--- src/rtl/alu_4bit_issue.sv ---
// alu_4bit_issue
// Command issue / accumulator stage feeding a 4-bit combinational ALU.
// Commands {load, op, b} are queued in a DEPTH-entry FIFO, executed one at a
// time against the internal accumulator, and each result is returned on a
// valid/ready response channel.
//
// Ports:
//   clk, rst                 clock, synchronous active-high reset
//   cmd_valid/cmd_ready      command handshake; cmd_op, cmd_b, cmd_load payload
//   alu_a/alu_b/alu_op       operands to the external ALU (alu_a is always acc)
//   alu_result/carry/zero    ALU outputs, captured at the end of EXEC
//   res_valid/res_ready      response handshake; res_data/res_carry/res_zero
//   acc                      current accumulator
//   fifo_count               occupied command FIFO entries
//   busy                     FSM not idle or FIFO non-empty
module alu_4bit_issue #(
    parameter int DEPTH = 4,
    parameter int CW    = 2
) (
    input  logic          clk,
    input  logic          rst,
    input  logic          cmd_valid,
    output logic          cmd_ready,
    input  logic [2:0]    cmd_op,
    input  logic [3:0]    cmd_b,
    input  logic          cmd_load,
    output logic [3:0]    alu_a,
    output logic [3:0]    alu_b,
    output logic [2:0]    alu_op,
    input  logic [3:0]    alu_result,
    input  logic          alu_carry,
    input  logic          alu_zero,
    output logic          res_valid,
    input  logic          res_ready,
    output logic [3:0]    res_data,
    output logic          res_carry,
    output logic          res_zero,
    output logic [3:0]    acc,
    output logic [CW:0]   fifo_count,
    output logic          busy
);

    typedef enum logic [1:0] {IDLE = 2'd0, EXEC = 2'd1, RESP = 2'd2} state_t;

    localparam int          EW   = 8;             // {load, op[2:0], b[3:0]}
    localparam logic [CW:0] FULL = (CW + 1)'(DEPTH);

    logic [EW-1:0] mem [DEPTH];

    state_t        state_q, state_d;
    logic [CW-1:0] wr_ptr_q, wr_ptr_d;
    logic [CW-1:0] rd_ptr_q, rd_ptr_d;
    logic [CW:0]   count_q, count_d;
    logic [EW-1:0] exec_q, exec_d;                // command currently executing
    logic [3:0]    acc_q, acc_d;
    logic          carry_q, carry_d;
    logic          zero_q, zero_d;
    logic [3:0]    res_data_q, res_data_d;
    logic          res_carry_q, res_carry_d;
    logic          res_zero_q, res_zero_d;

    logic          push;
    logic          pop;
    logic          exec_load;
    logic [3:0]    exec_b;

    assign exec_load = exec_q[7];
    assign exec_b    = exec_q[3:0];

    assign cmd_ready = (count_q != FULL);
    assign push      = cmd_valid & cmd_ready;

    // State register and datapath flops
    always_ff @(posedge clk) begin
        if (rst) begin
            state_q     <= IDLE;
            wr_ptr_q    <= '0;
            rd_ptr_q    <= '0;
            count_q     <= '0;
            exec_q      <= '0;
            acc_q       <= '0;
            carry_q     <= 1'b0;
            zero_q      <= 1'b0;
            res_data_q  <= '0;
            res_carry_q <= 1'b0;
            res_zero_q  <= 1'b0;
        end else begin
            state_q     <= state_d;
            wr_ptr_q    <= wr_ptr_d;
            rd_ptr_q    <= rd_ptr_d;
            count_q     <= count_d;
            exec_q      <= exec_d;
            acc_q       <= acc_d;
            carry_q     <= carry_d;
            zero_q      <= zero_d;
            res_data_q  <= res_data_d;
            res_carry_q <= res_carry_d;
            res_zero_q  <= res_zero_d;
        end
    end

    // FIFO storage: no reset needed, pointers define validity
    always_ff @(posedge clk) begin
        if (push && !rst) begin
            mem[wr_ptr_q] <= {cmd_load, cmd_op, cmd_b};
        end
    end

    // Next-state logic; pop is decided here since it is tied to transitions
    always_comb begin
        state_d = state_q;
        pop     = 1'b0;
        case (state_q)
            IDLE: begin
                if (count_q != '0) begin
                    pop     = 1'b1;
                    state_d = EXEC;
                end
            end
            EXEC: begin
                state_d = RESP;
            end
            RESP: begin
                if (res_ready) begin
                    if (count_q != '0) begin
                        pop     = 1'b1;
                        state_d = EXEC;
                    end else begin
                        state_d = IDLE;
                    end
                end
            end
            default: begin
                state_d = IDLE;
            end
        endcase
    end

    // Datapath next values
    always_comb begin
        wr_ptr_d    = wr_ptr_q;
        rd_ptr_d    = rd_ptr_q;
        count_d     = count_q + (CW + 1)'(push) - (CW + 1)'(pop);
        exec_d      = exec_q;
        acc_d       = acc_q;
        carry_d     = carry_q;
        zero_d      = zero_q;
        res_data_d  = res_data_q;
        res_carry_d = res_carry_q;
        res_zero_d  = res_zero_q;

        if (push) begin
            wr_ptr_d = wr_ptr_q + CW'(1);
        end
        // Registered read of the head entry straight into the exec register
        if (pop) begin
            rd_ptr_d = rd_ptr_q + CW'(1);
            exec_d   = mem[rd_ptr_q];
        end

        if (state_q == EXEC) begin
            if (exec_load) begin
                acc_d   = exec_b;
                carry_d = 1'b0;
                zero_d  = (exec_b == 4'd0);
            end else begin
                acc_d   = alu_result;
                carry_d = alu_carry;
                zero_d  = alu_zero;
            end
            res_data_d  = acc_d;
            res_carry_d = carry_d;
            res_zero_d  = zero_d;
        end
    end

    // Outputs
    always_comb begin
        res_valid  = (state_q == RESP);
        busy       = (state_q != IDLE) || (count_q != '0);
        alu_a      = acc_q;
        alu_b      = exec_q[3:0];
        alu_op     = exec_q[6:4];
        res_data   = res_data_q;
        res_carry  = res_carry_q;
        res_zero   = res_zero_q;
        acc        = acc_q;
        fifo_count = count_q;
    end

endmodule

--- config.mk ---
export PLATFORM = sky130hd
export DESIGN_NAME = alu_4bit_issue
export DESIGN_NICKNAME = d
export VERILOG_FILES = /design/src/rtl/alu_4bit_issue.sv
export SDC_FILE = /design/constraint.sdc
export NUM_CORES = 1
export LEC_CHECK = 0
export CAP_MARGIN = 10
export CORE_MARGIN = 10
export CORE_UTILIZATION = 51
export DETAILED_ROUTE_END_ITERATION = 12
export PLACE_DENSITY_LB_ADDON = 0.08
export SLEW_MARGIN = 20
export SYNTH_ARGS = -nofsm -noshare
export SYNTH_HDL_FRONTEND = slang
export SYNTH_SLANG_ARGS = --single-unit
--- constraint.sdc ---
create_clock -name clk -period 3.1 [get_ports clk]
set_clock_uncertainty 0.1 [all_clocks]
set_input_delay 0.62 -clock clk [delete_from_list [all_inputs] [get_ports clk]]
set_output_delay 0.62 -clock clk [all_outputs]
set_load 0.005 [all_outputs]
# Yosys cells after proc, flatten, opt, wreduce, memory -nomap -nowiden
# Memories as Yosys holds them, arrays and structs flattened. A register that Yosys moved wholly into a read port is not among the register bits.
# Index checks and enable logic that the tools add are counted.
[word_totals]
memories = 1
out_inout_bits = 27
ramBits = 32
register_bits = 15
inputBits = 18
word_cells = 38
[memory_table]
columns = ["memory", "words", "width", "rd", "rd_ports_with_merged_regs", "write_ports", "line", "text"]
rows = [
  ["mem", 4, 8, 1, 1, 1, "48", "logic [EW-1:0] mem [DEPTH];"],
]
[classes]
eq_ne = 5
mux = 12
reduce_logical = 8
n_addsub = 4
n_bitwise = 1
[op_table]
columns = ["op", "count"]
rows = [
  ["1-bit 2-to-1 mux", 7],
  ["2-bit one-hot mux with 3 select lines", 1],
  ["2-bit by 1-bit adder with 2-bit output, second input constant", 2],
  ["4-bit logical NOT", 1],
  ["2-bit 2-to-1 mux", 2],
  ["4-bit 2-to-1 mux", 1],
  ["3-bit by 1-bit adder with 3-bit output", 1],
  ["3-bit != test, second input constant", 1],
  ["3-bit nonzero test", 1],
  ["3-bit by 1-bit subtractor with 3-bit output", 1],
  ["2-bit by 1-bit equality test with 1-bit output, second input constant", 1],
  ["2-bit equality test, second input constant", 1],
  ["2-bit logical NOT", 1],
  ["2-bit by 1-bit != test with 1-bit output, second input constant", 1],
  ["2-bit != test, second input constant", 1],
  ["1-bit one-hot mux with 2 select lines", 1],
  ["2-bit AND reduction", 1],
  ["2-bit nonzero test", 1],
  ["1-bit bitwise AND", 1],
  ["1-bit logical AND", 1],
  ["1-bit logical NOT", 1],
  ["1-bit logical OR", 1],
]

# Longest topological paths before layout
[depth]
depth_word = 5
mapped_depth = 11
ltp_nobuf = 11

# Least setup slack after synthesis
# Ideal clock, no wire load.
[synth_timing]
kind = "input to register"
start = "input port res_ready"
end = "register count_q[2] (netlist: fifo_count[2])"
path_slack_ns = 0.635
arrival_ns = 2.288
t_required_ns = 2.922
path_buffers = 0
stages = 10
path_cell_list = "nor2b_2 nor3_2 ha_1 inv_1 ha_1 inv_1 fa_1 xor2_1 and2_1 nor3_1"
[synth_via]
elab_chain_len = 3
[synth_lines]
columns = ["item", "line", "text"]
rows = [
  ["from (decl)", "34", "input logic res_ready,"],
  ["1-bit 2-to-1 mux", "124", "if (res_ready) begin"],
  ["1-bit one-hot mux with 2 select lines", "113", "case (state_q)"],
  ["named net pop", "63", "logic pop;"],
  ["3-bit by 1-bit subtractor with 3-bit output", "143", "count_d = count_q + (CW + 1)'(push) - (CW + 1)'(pop);"],
  ["to (signal assigned)", "91", "count_q <= count_d;"],
  ["to (decl)", "53", "logic [CW:0] count_q, count_d;"],
]
# The timed path passes the listed nets, and every way through them passes these cells.
# A chain may end at the register's enable or synchronous reset.

# Worst setup path in the final report
[layout_timing]
start = "register count_q[2] (netlist: fifo_count[2])"
end = "register count_q[2] (netlist: fifo_count[2])"
[layout_via]
elab_chain_len = 5
elab_cells_between_ends = 8
cone_classes = "add/sub (2); eq/ne (1); mux (3); bitwise (1); reduce/logical (1)"
[layout_lines]
columns = ["item", "line"]
rows = [
  ["branches (longest 4 deep; another with 3-bit by 1-bit adder with 3-bit output)", "-"],
  ["3-bit by 1-bit subtractor with 3-bit output (*)", "143"],
]
# Mark *: on every way between the ends.

==> impl_metrics.csv <==
group,metric,value,unit
status,status,"finished clean",
setup_path,end_kind,"flip-flop",
sta,rsz0062_at_grt,"no",
cells_and_area,area_growth,19.9,%
sta,hold_viol,0,
global_route,grt_pass1_vias,1381,
detailed_routing,drt_first_iter_violations,45,
sta,period_share,85.3,%
detailed_routing,viasPerCell,5.40,
clock_network,cts_buffer_depth,2,
sta,worst_pin_slew,0.578,ns
sta,fmax,378,MHz
detailed_routing,wl_per_cell,16.2,um
detailed_routing,wl,4110,um
sta,fin_crit,2.64,ns
cells_and_area,final_common_cell,"clkdlybuf4s50_1",
synth,synth.largest_area_cell,"edfxtp_1",
sta,holdWs,0.379,ns
clock_network,clkTransAtPathRegs,0.09,ns
setup_path,start_kind,"flip-flop",
global_route,grt_max_degree,25,
cells_and_area,layout-drive-gt1-share,8.91,%
clock_network,h-tree-depth,2,
clock_network,clock_latency,0.30,ns
power,leakage,0.986,nW
synth,synth_edf_count,32,
sta,layout_setup_ws,0.457,ns
clock_network,cts_resized,0,
setup_path,worstPathArrival,2.77,ns
placement,portBuffers,44,
sta,tns,0,ns
synth,synth_top_cells_by_area,"edfxtp_1 (40%), dfxtp_1 (19%), buf_4 (5.0%)",
floorplan,fp.dieW,88.4,um
global_route,gr-total-overflow,0,
placement,place_area,2750,um2
placement,gp_congestion,0.730,
floorplan,placementRows,24,
placement,hpwl,3140,um
clock_network,postCtsSetupBuffers,0,
cells_and_area,utilization,64.4,%
setup_path,path_class,"flip-flop to flip-flop",
power,power,2.34,mW
sta,maxSlewHeadroom,61.4,%
placement,placed_cells,246,
cells_and_area,layout.nets,226,
cells_and_area,diodes,0,
detailed_routing,postRouteAntennaNets,0,
detailed_routing,num_vias,1372,
global_route,antenna_found_initial,0,
synth,syn_nets,195,
synth,yosysWarnings,0,
cells_and_area,multiInputGateArea,785,um2
synth,synth_top_area_share,40.3,%
detailed_routing,drc,0,
cells_and_area,seqCellArea,1420,um2
detailed_routing,firstDrtPassIters,4,
clock_network,numClockSinks,55,
synth,synth.avg_cell_area,14.0,um2
power,power_density,819,nW/um2
power,ir_drop,0.407,mV
sta,setup_viol,0,
cells_and_area,final_cell_mix,"clkdlybuf4s50_1 (44), edfxtp_1 (32), dfxtp_1 (23)",
synth,ys_seq_elements,55,
global_route,grt_use_total,10.9,%
floorplan,core_area,4440,um2
cells_and_area,fill_cells,322,
floorplan,die-area,7810,um2
clock_network,root_buffer,"clkbuf_8",
clock_network,cts_buffers,5,
floorplan,die_height,88.4,um
clock_network,cts_tree,"yes",
floorplan,start_util,53.7,%
cells_and_area,finalInstanceArea,2860,um2
placement,post-place-ws,0.158,ns
setup_path,cp_data_required_time,3.23,ns
synth,ys.flop_type,"edfxtp_1",
floorplan,ios,45,
cells_and_area,instances_no_fill,254,
global_route,grt_first_pass_wirelength,6560,um
run,max_cap_violations,0,
synth,synthesis.area,2380,um2
sta,slew_violations,0,
min_path,hold_path.class,"flip-flop to flip-flop",
setup_path,critPathMaxFanout,5,
synth,ys_types,36,
clock_network,holdBufCountCts,0,
synth,postSynth.asyncResetShare,0,%
synth,yosysSeqAreaShare,59.6,%
synth,synth_cells,170,
==> worst max-delay path, stage by stage (launching register included) <==
cell     delay, ns
dfxtp_1       0.43
nor3b_1       0.45
inv_1         0.18
nand2_1       0.11
ha_1          0.22
inv_1         0.06
ha_1          0.13
inv_1         0.05
fa_1          0.38
xor2_1        0.17
and2_1        0.17
nor3_1        0.12
==> power breakdown <==
| group | internal [mW] | total, mW | switching, mW |
|---|---|---|---|
| Sequential | 0.908 | 1.07 | 0.164 |
| Clock | 0.236 | 0.444 | 0.207 |
| Combinational | 0.511 | 0.828 | 0.317 |
==> synthesized netlist by cell type (all sizes together), types with 6 or more instances <==
cell	number
buf	20
ha	6
nor2	11
edfxtp	32
o2bb2ai	8
inv	7
nand2b	8
mux4	8
mux2i	6
dfxtp	23
==> routing by layer <==
metal | vias to the layer above | track usage [%] | wire length, um
li1 | 668 | - | -
met1 | 650 | 11.6 | 1650
met2 | 48 | 19.0 | 2010
met3 | 6 | 4.69 | 390
met4 | 0 | 3.96 | 58
met5 | - | 0 | 0
==> layout make-up <==
| class | instances | share of cell area [%] |
|---|---|---|
| Inverter | 7 | 0.919 |
| Multi-Input combinational cell | 86 | 27.4 |
| Sequential cell | 55 | 49.7 |
| Timing Repair Buffer | 46 | 15.9 |
| Clock inverter | 3 | 1.36 |
| Tap cell | 52 | 2.27 |
| Clock buffer | 5 | 2.41 |
==> flip-flops by register name (all words and copies together) (netlist names) <==
| register | cells |
|---|---|
| mem | 32 |
| state_q | 2 |
| res_zero | 1 |
| exec_q | 8 |
| rd_ptr_q | 2 |
| res_carry | 1 |
| res_data | 4 |
| wr_ptr_q | 2 |
| fifo_count | 3 |
==> path summary, 6_finish.rpt <==
| kind | startpoint | to | slack (ns) | depth (start not counted) |
|---|---|---|---|---|
| hold / removal | exec_q[6] | exec_q[6] | 0.38 | 2 |
| setup reg to reg | fifo_count[2] | fifo_count[2] | 0.46 | 11 |
| hold reg to reg | exec_q[6] | exec_q[6] | 0.38 | 2 |
| setup / recovery | fifo_count[2] | fifo_count[2] | 0.46 | 11 |
==> cells by family (layout without fill, tap and decap cells) <==
group	Yosys count	in the layout	share of synthesized area (%)
DFF	55	55	59.6
and+or+nand+nor	43	43	11.3
buffers and inverters	29	61	7.50
AOI/OAI and AO/OA	20	20	6.09
muxes	15	15	11.2
adders and majority gates	7	7	3.99
xor gates and xnor gates	1	1	0.367
Power figures use the tool's default switching activity.
